==> config.mk <==
export PLATFORM = sky130hd
export DESIGN_NAME = mannix_ddr_rd_resp
export DESIGN_NICKNAME = d
export VERILOG_FILES = /design/src/rtl/mannix_ddr_rd_resp.sv
export SDC_FILE = /design/constraint.sdc
export NUM_CORES = 1
export LEC_CHECK = 0
export CORE_AREA = 2 2 234 236
export CTS_CLUSTER_DIAMETER = 120
export CTS_CLUSTER_SIZE = 8
export DETAILED_ROUTE_END_ITERATION = 16
export DIE_AREA = 0 0 236 238
export HOLD_SLACK_MARGIN = 0.15
export PLACE_DENSITY_LB_ADDON = 0.08
export SLEW_MARGIN = 5
export SYNTH_ARGS = -nofsm -noshare
export SYNTH_HDL_FRONTEND = slang
export SYNTH_SLANG_ARGS = --single-unit
==> constraint.sdc <==
create_clock -name clk -period 11.21 [get_ports clk]
set_input_delay 2.242 -clock clk [delete_from_list [all_inputs] [get_ports clk]]
set_output_delay 2.242 -clock clk [all_outputs]
set_load 0.03 [all_outputs]
==> src/rtl/mannix_ddr_rd_resp.sv <==
// mannix_ddr_rd_resp: DDR-side read responder for the mem-farm request channel.
// Accepts one line-aligned read request at a time. It issues backing-memory line
// reads while keeping at most MAX_OUT reads outstanding. It then streams the
// returned lines back in order, with last-beat and last-valid-byte-count markers,
// so the farm demux can place data without a ready handshake.
// Optional build macro: MANNIX_DDR_RD_RESP_MASK_EN zeroes the unused tail bytes of
// the final beat.
module mannix_ddr_rd_resp #(
    parameter int DATA_W  = 256,
    parameter int ADDR_W  = 32,
    parameter int LEN_W   = 16,
    parameter int MAX_OUT = 4
) (
    input  logic              clk,
    input  logic              rst_n,
    input  logic              mem_req,
    input  logic [ADDR_W-1:0] mem_start_addr,
    input  logic [LEN_W-1:0]  mem_size_bytes,
    output logic              mem_busy,
    output logic [DATA_W-1:0] mem_data,
    output logic              mem_valid,
    output logic              mem_last,
    output logic [4:0]        mem_num_of_last_valid,
    output logic              bk_rd_en,
    output logic [ADDR_W-6:0] bk_addr,
    input  logic              bk_gnt,
    input  logic [DATA_W-1:0] bk_rdata,
    input  logic              bk_rvalid
);

    localparam int LINE_W = ADDR_W - 5;
    localparam int BEAT_W = LEN_W - 5 + 1;
    localparam int OUT_W  = $clog2(MAX_OUT + 1);

    localparam logic [BEAT_W-1:0] BEAT_ONE = {{(BEAT_W-1){1'b0}}, 1'b1};
    localparam logic [OUT_W-1:0]  OUT_ONE  = {{(OUT_W-1){1'b0}}, 1'b1};
    localparam logic [OUT_W-1:0]  OUT_MAX  = OUT_W'(MAX_OUT);

    localparam logic [1:0] S_IDLE  = 2'd0;
    localparam logic [1:0] S_ISSUE = 2'd1;
    localparam logic [1:0] S_WAIT  = 2'd2;

    logic [1:0]        state_q, state_d;
    logic [LINE_W-1:0] base_q, base_d;
    logic [BEAT_W-1:0] beats_q, beats_d;
    logic [4:0]        last_valid_q, last_valid_d;
    logic [BEAT_W-1:0] issued_q, issued_d;
    logic [BEAT_W-1:0] returned_q, returned_d;
    logic [OUT_W-1:0]  out_q, out_d;

    logic              mem_busy_q, mem_busy_d;
    logic [DATA_W-1:0] mem_data_q, mem_data_d;
    logic              mem_valid_q, mem_valid_d;
    logic              mem_last_q, mem_last_d;
    logic [4:0]        mem_nlv_q, mem_nlv_d;
    logic              bk_rd_en_q, bk_rd_en_d;
    logic [LINE_W-1:0] bk_addr_q, bk_addr_d;

    logic              take_s;
    logic              resp_s;
    logic              final_beat_s;
    logic [BEAT_W-1:0] req_beats_s;

    // Byte offset within a line is dropped: requests are line aligned.
    logic unused_addr_bits_s;
    assign unused_addr_bits_s = ^mem_start_addr[4:0];

`ifdef MANNIX_DDR_RD_RESP_MASK_EN
    // Keep bytes below n, clear bytes n and above.
    function automatic logic [DATA_W-1:0] mask_tail(input logic [DATA_W-1:0] d,
                                                    input logic [4:0]        n);
        logic [DATA_W-1:0] r;
        r = d;
        for (int i = 0; i < DATA_W / 8; i++) begin
            if (i >= int'(n)) begin
                r[i*8 +: 8] = 8'h00;
            end else begin
                r[i*8 +: 8] = d[i*8 +: 8];
            end
        end
        return r;
    endfunction
`endif

    // Next-state, counters, and next values of every registered output.
    always_comb begin
        state_d      = state_q;
        base_d       = base_q;
        beats_d      = beats_q;
        last_valid_d = last_valid_q;
        issued_d     = issued_q;
        returned_d   = returned_q;
        out_d        = out_q;

        req_beats_s  = {1'b0, mem_size_bytes[LEN_W-1:5]} +
                       {{(BEAT_W-1){1'b0}}, |mem_size_bytes[4:0]};
        take_s       = (state_q == S_ISSUE) && bk_rd_en_q && bk_gnt;
        // Returns are only accepted while a burst is active and still owed data.
        resp_s       = (state_q != S_IDLE) && bk_rvalid && (returned_q != beats_q);
        final_beat_s = ((returned_q + BEAT_ONE) == beats_q);

        case (state_q)
            S_IDLE: begin
                if (mem_req && (mem_size_bytes != {LEN_W{1'b0}})) begin
                    base_d       = mem_start_addr[ADDR_W-1:5];
                    beats_d      = req_beats_s;
                    last_valid_d = mem_size_bytes[4:0];
                    issued_d     = {BEAT_W{1'b0}};
                    returned_d   = {BEAT_W{1'b0}};
                    state_d      = S_ISSUE;
                end else begin
                    state_d = S_IDLE;
                end
            end
            S_ISSUE: begin
                if (take_s) begin
                    issued_d = issued_q + BEAT_ONE;
                    if (issued_d == beats_q) begin
                        state_d = S_WAIT;
                    end else begin
                        state_d = S_ISSUE;
                    end
                end else begin
                    state_d = S_ISSUE;
                end
            end
            S_WAIT: begin
                // returned_q reaches beats on the cycle the final beat is presented,
                // so busy drops one cycle after the final mem_valid.
                if (returned_q == beats_q) begin
                    state_d = S_IDLE;
                end else begin
                    state_d = S_WAIT;
                end
            end
            default: begin
                state_d = S_IDLE;
            end
        endcase

        if (resp_s) begin
            returned_d = returned_q + BEAT_ONE;
        end else begin
            returned_d = returned_d;
        end

        case ({take_s, resp_s})
            2'b10:   out_d = out_q + OUT_ONE;
            2'b01:   out_d = (out_q != {OUT_W{1'b0}}) ? (out_q - OUT_ONE) : out_q;
            default: out_d = out_q;
        endcase

        // Read enable looks at the post-update credit count, so a grant never
        // pushes outstanding reads past MAX_OUT.
        bk_rd_en_d = (state_d == S_ISSUE) && (out_d < OUT_MAX);
        if (state_d == S_ISSUE) begin
            bk_addr_d = base_d + {{(LINE_W-BEAT_W){1'b0}}, issued_d};
        end else begin
            bk_addr_d = {LINE_W{1'b0}};
        end

        mem_busy_d  = (state_d != S_IDLE);
        mem_valid_d = resp_s;
        mem_last_d  = resp_s && final_beat_s;
        if (resp_s && final_beat_s) begin
            mem_nlv_d = last_valid_q;
        end else begin
            mem_nlv_d = 5'd0;
        end

        if (resp_s) begin
`ifdef MANNIX_DDR_RD_RESP_MASK_EN
            if (final_beat_s && (last_valid_q != 5'd0)) begin
                mem_data_d = mask_tail(bk_rdata, last_valid_q);
            end else begin
                mem_data_d = bk_rdata;
            end
`else
            mem_data_d = bk_rdata;
`endif
        end else begin
            mem_data_d = mem_data_q;
        end
    end

    // State, counters and output registers; an async reset aborts any burst.
    always_ff @(posedge clk or negedge rst_n) begin
        if (!rst_n) begin
            state_q      <= S_IDLE;
            base_q       <= {LINE_W{1'b0}};
            beats_q      <= {BEAT_W{1'b0}};
            last_valid_q <= 5'd0;
            issued_q     <= {BEAT_W{1'b0}};
            returned_q   <= {BEAT_W{1'b0}};
            out_q        <= {OUT_W{1'b0}};
            mem_busy_q   <= 1'b0;
            mem_data_q   <= {DATA_W{1'b0}};
            mem_valid_q  <= 1'b0;
            mem_last_q   <= 1'b0;
            mem_nlv_q    <= 5'd0;
            bk_rd_en_q   <= 1'b0;
            bk_addr_q    <= {LINE_W{1'b0}};
        end else begin
            state_q      <= state_d;
            base_q       <= base_d;
            beats_q      <= beats_d;
            last_valid_q <= last_valid_d;
            issued_q     <= issued_d;
            returned_q   <= returned_d;
            out_q        <= out_d;
            mem_busy_q   <= mem_busy_d;
            mem_data_q   <= mem_data_d;
            mem_valid_q  <= mem_valid_d;
            mem_last_q   <= mem_last_d;
            mem_nlv_q    <= mem_nlv_d;
            bk_rd_en_q   <= bk_rd_en_d;
            bk_addr_q    <= bk_addr_d;
        end
    end

    assign mem_busy              = mem_busy_q;
    assign mem_data              = mem_data_q;
    assign mem_valid             = mem_valid_q;
    assign mem_last              = mem_last_q;
    assign mem_num_of_last_valid = mem_nlv_q;
    assign bk_rd_en              = bk_rd_en_q;
    assign bk_addr               = bk_addr_q;

endmodule
==> results of run 1 <==
[placed cells by master (no fill, tap or decap), types with 6 or more instances in the layout]
master | netlist | layout
nor2_1 | 49 | 49
nand2b_1 | 6 | 6
a21o_1 | 6 | 6
mux2i_1 | 14 | 14
o21ai_0 | 56 | 56
clkdlybuf4s50_1 | 0 | 594
a211oi_1 | 6 | 6
nand2_1 | 149 | 149
xnor2_1 | 30 | 30
nor3_1 | 13 | 13
clkbuf_16 | 0 | 53
and2_1 | 15 | 15
a21oi_1 | 21 | 20
mux2_2 | 259 | 259
buf_4 | 0 | 6
inv_1 | 19 | 19
nand3_1 | 26 | 26
or3_1 | 13 | 13
o31ai_1 | 8 | 8
ha_1 | 21 | 21
nor4_1 | 6 | 6
and3_1 | 17 | 17
dfrtp_1 | 365 | 365
nand4_1 | 9 | 9
xor2_1 | 35 | 35
[report_power, final]
part | internal, W | switching, W | leakage [nW]
registers | 0.00190 | 0.000308 | 4.38
logic | 0.00153 | 0.00199 | 4.94
clock network | 0.000819 | 0.000550 | 0.657
total | 0.00424 | 0.00284 | 9.98
[kinds of logic (layout without fill, tap and decap cells)]
logic type,count (synthesis),in the layout,share of synthesized area [%]
AO/OA/AOI/OAI,130,130,5.24
multiplexers,273,273,19.4
other,0,2,0
adder cells (fa/ha/maj),22,22,1.79
XOR/XNOR,67,67,3.90
buffers and inverters,80,679,1.96
AND/OR/NAND/NOR,324,324,9.79
flip-flops,365,365,57.9
[cell usage after synthesis, types with 4 or more instances]
master | count | area (um2)
xnor2_1 | 30 | 263
dfrtp_1 | 365 | 9130
o21ai_0 | 56 | 280
and3_1 | 17 | 106
buf_2 | 7 | 35.0
a21o_1 | 6 | 45.0
clkbuf_1 | 44 | 165
a21oi_1 | 21 | 105
inv_1 | 19 | 71.3
or3_1 | 13 | 81.3
nand3_1 | 26 | 130
nor2b_1 | 4 | 25.0
ha_1 | 21 | 263
a211oi_1 | 6 | 45.0
nand2b_1 | 6 | 37.5
and4_1 | 4 | 35.0
nor4_1 | 6 | 37.5
o31ai_1 | 8 | 60.1
nor2_1 | 49 | 184
nor3_1 | 13 | 65.1
o211ai_1 | 4 | 30.0
mux2i_1 | 14 | 140
a31oi_1 | 4 | 25.0
xor2_1 | 35 | 307
buf_1 | 7 | 26.3
mux2_2 | 259 | 2920
and2_1 | 15 | 93.8
nand2_1 | 149 | 559
nand4_1 | 9 | 56.3
[area by class of cell]
cell class | count | area [um2]
Fill cell | 4965 | 29700
Sequential cell | 365 | 9130
Multi-Input combinational cell | 816 | 6330
Timing Repair Buffer | 603 | 6050
Clock buffer | 53 | 1330
Tap cell | 696 | 871
Inverter | 22 | 90.1
Clock inverter | 1 | 5.00
Antenna cell | 2 | 5.00
[how the worst max path moves through the flow]
stage | from | to | slack (ns) | depth (start not counted)
2_1_floorplan | mem_size_bytes[13] | bk_addr[24] | 4.63 | 20
3_3_place_gp | mem_size_bytes[7] | bk_addr[14] | 4.12 | 18
3_5_place_dp | mem_size_bytes[7] | bk_addr[14] | 4.09 | 18
4_1_cts | mem_size_bytes[7] | bk_addr[14] | 4.70 | 18
5_1_grt | mem_size_bytes[7] | bk_addr[14] | 4.39 | 18
6_report | mem_size_bytes[7] | bk_addr[14] | 4.70 | 18
[critical path: stages]
cell	delay [ns]
clkdlybuf4s50_1	0.50
nor4_1	0.30
nand2_1	0.17
o31ai_4	0.23
buf_4	0.67
nand2_1	0.11
nand2_1	0.12
ha_1	0.20
inv_1	0.07
fa_1	0.37
nor2b_1	0.15
o21ai_0	0.11
nand2b_1	0.18
or4b_4	0.50
nand4_2	0.14
a31oi_2	0.31
or3_1	0.44
a21oi_1	0.16
[flip-flops by register name (all words and copies together), names as in the netlist, 2 cells and up]
| register | flops |
|---|---|
| base_q | 27 |
| beats_q | 12 |
| bk_addr | 27 |
| issued_q | 12 |
| last_valid_q | 5 |
| mem_data | 256 |
| mem_num_of_last_valid | 5 |
| out_q | 3 |
| returned_q | 12 |
| state_q | 2 |
[metal layers]
metal	GRT usage, %	part of all wire (%)
met1	24.9	41
met2	36.1	51
met3	5.29	6.3
met4	4.13	1.4
met5	0	0.12
[through the flow]
step                util [%]  setup slack [ns]  instance area [um2]  total power (W)
finish                  44.5              4.70                23800          0.00709
global route            44.5              4.39                23800          0.00746
CTS                     44.5              4.70                23800          0.00720
detailed placement      42.0              4.09                22500          0.00579
global placement        42.0              4.12                22500          0.00575
floorplan                  -              4.63                15800          0.00420
==> results by group, run 1 <==
Layout
  – Non-Filler Instances: 2558
  – Area grow syn2layout: 51.0%
  – Share of layout cells above drive strength 1: 18.2%
  – Layout net count: 2190

Critical path
  – Crit path arrival time: 7.00 ns
  – R2R Setup Slk: 6.51 ns
  – Startpoint Class: input port
  – CP Class: input port to register
  – Reg2Reg Depth: 16
  – Worst EP required: 11.69 ns
  – Worst-path maximum fanout: 71
  – FF-to-FF Start: state_q[1]
  – R2r endpoint: bk_addr[14]
  – CP endpoint kind: register

Logic synthesis
  – Avg Cell Area, Syn: 12.5 um2
  – FF+latch count, synth: 365
  – Sequential area share after synthesis: 57.9%
  – Netlist cell types: 60
  – Share of flip-flops with an asynchronous set or reset: 100%
  – Post-Syn Instances: 1261
  – Post-synth EDFFs: 0
  – Top_reg_cell synth: dfrtp_1
  – Post-Syn Area: 0.0158 mm2
  – Synth warn: 0
  – Syn_nets: 1592

Die
  – Num ports: 601
  – Die Ht: 238 um
  – Number of cell rows: 85
  – Die ar.: 0.0562 mm2
  – Initial Util: 29.5%
  – Core Area: 0.0535 mm2
  – Die extent in x: 236 um

Clock network
  – Num Clock Sinks: 365
  – CTS max path bufs: 3
  – Total CTS buffers: 51
  – CTS HTree Levels: 2
  – Setup bufs post-CTS: 0
  – Hold buffers post-CTS: 0
  – CTS root buf: clkbuf_16
  – Clock slew at reported path FFs: 0.05 ns
  – Post-CTS sizing: 0
  – Skew-Pair Late Insertion Delay: 0.58 ns
  – CTS tree: done

Routing
  – Detail Route Antenna Nets: 0
  – Vias after detailed routing: 11877
  – Avg WL per Cell: 22.7 um
  – 1st-iter DRT viols: 471
  – Routed wire length: 58000 um
  – Drc violations: 0
  – Drt via density: 4.64
  – First-pass DRT Iterations: 5

Timing
  – Final setup TNS: 0 ns
  – Post-route minimum period: 6.51 ns
  – Worst-Margin Slew: 1.07 ns
  – Hold Violations, Final: 0
  – Max-slew headroom: 28.9%
  – Final setup viols: 0
  – Final Max Tran Viols: 0
  – Crit share post-route: 58.1%
  – Clock skew: 0.0171 ns
  – RSZ-0062 raised after global routing: false
  – WHS: 0.464 ns
  – Fmax: 0.154 GHz

Hold path
  – Hold Crit Class: register to register
  – Hold_sp: last_valid_q[2]
  – Hold endpoint: last_valid_q[2]
  – Hold path cells: 2

Place
  – Placer congestion estimate: 0.875
  – IO buf count: 595
  – Cell Count Post-Placement: 2502
  – DP HPWL: 44200 um

Global route
  – Vias in the first global route: 12193
  – Total grt overflow: 0
  – Global-route wire length before repair: 84700 um
  – GR Util All Layers: 20.4%
  – Pin count of the biggest net entering global routing: 172
  – Initial antenna violation count: 14

Power
  – Power per cell area: 298 mW/mm2
  – Peak supply drop: 0.110 mV
  – Leakage: 9.98 nW

Job
  – Max Cap Viol: 0

Status
  – Status: finished clean
Power figures use the tool's default switching activity.
==> run 2: changes to the inputs <==
Clock period 11.21 ns to 6.4 ns, I/O delays scaled along.
==> run 2 against run 1 <==
Via count is 0.71% higher. Register-to-register slack worse by 4.4 ns. Combinational power is 75% higher. Clock power is 76% higher. Flip-flop and latch count stayed put. Die area stayed put. Highest routed layer unchanged. Power is 75% higher. Clock skew is 0.0063 ns lower.
==> results by group, run 2 (synthesized netlist as in run 1, its figures left out) <==
Status
  – Status: finished clean

Clock network
  – Total CTS buffers: 51
  – Clock slew at reported path FFs: 0.05 ns
  – Num Clock Sinks: 365
  – Setup bufs post-CTS: 0
  – CTS root buf: clkbuf_16
  – Skew-Pair Late Insertion Delay: 0.57 ns
  – CTS tree: done
  – Post-CTS sizing: 0
  – Hold buffers post-CTS: 0
  – CTS max path bufs: 3
  – CTS HTree Levels: 2

Layout
  – Share of layout cells above drive strength 1: 18.3%
  – Finished Cell Area: 0.0238 mm2
  – Layout net count: 2191
  – Area grow syn2layout: 51.2%
  – Largest register FFs: 256
  – Layout Utilization: 44.6%
  – Commonest cells after routing, fill and taps aside: clkdlybuf4s50_1, dfrtp_1, mux2_2
  – Commonest non-fill, non-tap cell in the layout: clkdlybuf4s50_1

Power
  – Flop pwr share: 31.1%
  – Power per cell area: 522 mW/mm2
  – P_sw: 0.00500 W
  – Sw Share: 40.2%
  – Leakage: 10.0 nW
  – Peak supply drop: 0.193 mV
  – Total power draw: 0.0124 W
  – Internal Power: 0.00744 W
  – Clk pwr share: 19.4%
  – Comb power frac: 49.6%

Global route
  – GR Util All Layers: 20.5%
  – Initial antenna violation count: 12
  – Global-route wire length before repair: 85600 um
  – Pin count of the biggest net entering global routing: 133
  – Total grt overflow: 0
  – Vias in the first global route: 12432

Routing
  – First-pass DRT Iterations: 5
  – Vias after detailed routing: 11961
  – Drc violations: 0
  – Avg WL per Cell: 22.8 um
  – Detail Route Antenna Nets: 0
  – Drt via density: 4.68
  – Routed wire length: 58300 um
  – 1st-iter DRT viols: 592

Critical path
  – Worst EP required: 6.88 ns
  – Startpoint Class: input port
  – CP endpoint kind: register
  – Worst-path maximum fanout: 14
  – R2R Setup Slk: 2.13 ns
  – Slowest CP cell: or4b_4
  – CP Class: input port to register
  – Worst-path cell chain: clkdlybuf4s50_1 -> nor4_1 -> nand2_1 -> o31a_2 -> nor2_1 -> nand2_1 -> o21ai_0 -> ha_1 -> inv_1 -> fa_1 -> nor2b_1 -> o21ai_0 -> nand2b_1 -> or4b_4 -> nand4_2 -> a31oi_2 -> or3_1 -> a21oi_1
  – CP peak stage delay: 0.50 ns
  – Crit path arrival time: 5.65 ns

Place
  – IO buf count: 595
  – DP Area: 0.0225 mm2
  – Placer congestion estimate: 0.871
  – DP HPWL: 44600 um

Die
  – Initial Util: 29.5%
  – Core Area: 0.0535 mm2
  – Die extent in x: 236 um
  – Num ports: 601
  – Die Ht: 238 um
  – Number of cell rows: 85
  – Die ar.: 0.0562 mm2

Timing
  – RSZ-0062 raised after global routing: false
  – Max-slew headroom: 40.8%
  – Final Max Tran Viols: 0
  – Worst-Margin Slew: 0.887 ns
  – Fmax: 0.194 GHz
  – Hold Violations, Final: 0
  – Clock skew: 0.0109 ns
  – Final setup TNS: 0 ns
  – WHS: 0.473 ns
  – Final setup viols: 0
  – Crit share post-route: 80.7%
  – Post-route minimum period: 5.17 ns

Hold path
  – Hold Crit Class: register to register

Job
  – Max Cap Viol: 0
run 2: routing by layer:
metal | wire (um) | part of all wire [%] | global-route usage [%] | vias up
li1 | - | - | - | 5571
met1 | 23700 | 41 | 24.8 | 5932
met2 | 30000 | 51 | 36.8 | 372
met3 | 3700 | 6.3 | 5.43 | 74
met4 | 900 | 1.5 | 4.00 | 12
met5 | 65 | 0.11 | 0 | -
run 2: power by group through the flow:
stage / registers [W] / clock network (W) / logic (W)
floorplan: 0.00554 / 0 / 0.00182
global placement: 0.00388 / 0 / 0.00622
CTS: 0.00387 / 0.00250 / 0.00626
detailed placement: 0.00391 / 0 / 0.00624
global route: 0.00401 / 0.00259 / 0.00650
finish: 0.00387 / 0.00241 / 0.00616
run 2: through the flow:
step | setup slack (ns) | std cells
global route | 0.788 | 2557
floorplan | 0.784 | 1261
finish | 1.23 | 2558
detailed placement | 0.644 | 2503
CTS | 1.24 | 2557
global placement | 0.648 | 2503
run 2: path summary, 6_finish.rpt:
kind / startpoint / to / depth (start not counted)
min in group asynchronous: rst_n / base_q[26] / 1
max in group asynchronous: rst_n / mem_data[142] / 2
worst min-delay path: base_q[0] / base_q[0] / 2
worst min register to register: base_q[0] / base_q[0] / 2
worst max register to register: state_q[0] / bk_addr[20] / 15
worst max-delay path: mem_size_bytes[7] / bk_addr[20] / 18
run 2: cell type report:
type                            count  area [um2]
Tap cell                          696         871
Fill cell                        4966       29700
Clock buffer                       53        1330
Inverter                           22        90.1
Timing Repair Buffer              604        6080
Multi-Input combinational cell    816        6330
Clock inverter                      1        5.00
Sequential cell                   365        9130
Antenna cell                        1        2.50
run 2: worst max-delay path, delay by kind of cell:
family | cells | cell delay, ns
buffers and inverters | 2 | 0.55
AO/OA/AOI/OAI | 5 | 1.11
AND/OR/NAND/NOR | 9 | 2.08
adder cells (fa/ha/maj) | 2 | 0.62
==> run 3: changes to the inputs <==
Clock period 6.4 ns to 4.8 ns, I/O delays scaled along.
==> run 3 against run 2 <==
Wire length rose by 4.0%. Global-route usage rose by 0.94 points. Register-to-register slack got worse by 1.3 ns. Setup slack got worse by 0.93 ns. Critical path depth did not move. Non-clock buffer count rose by 58. Clock power rose by 32%. First-iteration DRC count fell by 6.4%. Hold slack got worse by 0.11 ns. Critical path type unchanged. Critical endpoint is now bk_addr[22]. Highest routed layer unchanged.
==> results by group, run 3 (synthesized netlist as in run 1, its figures left out) <==
Place
  – DP HPWL: 47300 um
  – IO buf count: 595
  – DP Area: 0.0230 mm2
  – Placer congestion estimate: 0.902

Timing
  – Final Max Tran Viols: 0
  – Max-slew headroom: 54.7%
  – WHS: 0.365 ns
  – Worst-Margin Slew: 0.678 ns
  – Post-route minimum period: 4.49 ns
  – Crit share post-route: 93.6%
  – Hold Violations, Final: 0
  – Clock skew: 0.0233 ns
  – Final setup viols: 0
  – RSZ-0062 raised after global routing: false
  – Fmax: 0.223 GHz

Layout
  – Area grow syn2layout: 54.3%
  – Commonest non-fill, non-tap cell in the layout: clkdlybuf4s50_1
  – Layout net count: 2249
  – Share of layout cells above drive strength 1: 21.0%
  – Commonest cells after routing, fill and taps aside: clkdlybuf4s50_1, dfrtp_1, mux2_2
  – Finished Cell Area: 0.0243 mm2
  – Largest register FFs: 256
  – Fill cells: 4940

Routing
  – Routed wire length: 60700 um
  – Drc violations: 0
  – Drt via density: 4.66
  – 1st-iter DRT viols: 554
  – Avg WL per Cell: 23.1 um
  – Detail Route Antenna Nets: 0
  – Vias after detailed routing: 12219
  – First-pass DRT Iterations: 5

Clock network
  – CTS max path bufs: 3
  – CTS HTree Levels: 2
  – CTS root buf: clkbuf_16
  – Skew-Pair Late Insertion Delay: 0.58 ns
  – Hold buffers post-CTS: 0
  – Clock slew at reported path FFs: 0.05 ns
  – Total CTS buffers: 51
  – CTS tree: done
  – Num Clock Sinks: 365

Power
  – Comb power frac: 50.1%
  – Peak supply drop: 0.294 mV
  – Leakage: 10.3 nW
  – Internal Power: 0.00999 W
  – Power per cell area: 689 mW/mm2
  – Clk pwr share: 19.0%
  – P_sw: 0.00678 W
  – Flop pwr share: 30.9%
  – Sw Share: 40.4%

Status
  – Status: finished clean

Job
  – Max Cap Viol: 0

Critical path
  – Worst-path maximum fanout: 14
  – Worst EP required: 5.28 ns
  – Crit path arrival time: 4.98 ns
  – CP endpoint kind: register
  – Startpoint Class: input port
  – CP Class: input port to register

Global route
  – Vias in the first global route: 12910
  – Total grt overflow: 0
  – Pin count of the biggest net entering global routing: 100
  – GR Util All Layers: 21.5%
  – Initial antenna violation count: 17
  – Global-route wire length before repair: 89700 um

Die
  – Initial Util: 29.5%
  – Die Ht: 238 um
  – Die extent in x: 236 um
  – Die ar.: 0.0562 mm2
  – Core Area: 0.0535 mm2
  – Num ports: 601
  – Number of cell rows: 85

Hold path
  – Hold Crit Class: input port to async pin
## run 3: final cells by class
| type | instances | area [um2] | share of cell area, % |
|---|---|---|---|
| sequential | 365 | 9130 | 37.5 |
| timing repair buffer | 662 | 6530 | 26.8 |
| multi-input combinational | 816 | 6350 | 26.1 |
| clock buffer | 52 | 1300 | 5.35 |
| tap | 696 | 871 | 3.58 |
| inverter | 22 | 90.1 | 0.370 |
| clock inverter | 3 | 30.0 | 0.123 |
| antenna | 7 | 17.5 | 0.0720 |
## run 3: path summary, 6_finish.rpt
path                                   startpoint         endpoint  slack (ns)  cells past startpoint
worst max-delay path            mem_size_bytes[9]      bk_addr[22]        0.31                     18
worst min-delay path                        rst_n       bk_addr[1]        0.37                      1
worst max register to register         state_q[1]      bk_addr[22]        0.82                     17
worst min register to register    last_valid_q[3]  last_valid_q[3]        0.47                      2
max in group asynchronous                   rst_n    mem_data[195]        3.41                      2
min in group clk                  last_valid_q[3]  last_valid_q[3]        0.47                      2
## run 3: worst max-delay path: stages
cell             delay, ns
clkdlybuf4s50_1       0.43
nor4_1                0.30
nand2_1               0.13
buf_4                 0.17
o31ai_4               0.30
buf_4                 0.18
nand3_1               0.06
and2_1                0.19
fa_1                  0.45
nor2b_1               0.15
o21ai_0               0.11
nand2b_1              0.14
or4b_4                0.48
nand4_2               0.13
a31oi_2               0.12
buf_12                0.16
or3_1                 0.33
a21oi_1               0.17
## run 3: timing repair
item / in CTS / in global routing
setup endpoints to repair: 0 / 4
setup buffers: 0 / 1
resized for setup: 0 / 2
## run 3: power by group through the flow
| stage | sequential (W) | combinational (W) | clock (W) |
|---|---|---|---|
| global placement | 0.00518 | 0.00849 | 0 |
| floorplan | 0.00739 | 0.00245 | 0 |
| CTS | 0.00519 | 0.00853 | 0.00332 |
| detailed placement | 0.00523 | 0.00850 | 0 |
| finish | 0.00518 | 0.00840 | 0.00319 |
| global route | 0.00536 | 0.00885 | 0.00345 |
## run 3: per-stage QoR
stage	setup WS [ns]	TNS (ns)	utilization, %	std cells	total power, W
after detailed placement	-0.364	-4.05	42.9	2560	0.0137
final	0.306	0	45.5	2623	0.0168
after floorplan	0.0200	0	-	1261	0.00985
after global placement	-0.300	-2.87	42.9	2560	0.0137
after global routing	0.0272	0	45.4	2618	0.0177
after CTS	0.227	0	45.4	2615	0.0170
## run 3: layer usage
layer | GRT usage [%] | wire length, um | vias to the layer above
li1 | - | - | 5712
met1 | 25.5 | 24300 | 6055
met2 | 38.1 | 31100 | 364
met3 | 6.25 | 3980 | 74
met4 | 5.23 | 1190 | 14
met5 | 0 | 98 | -
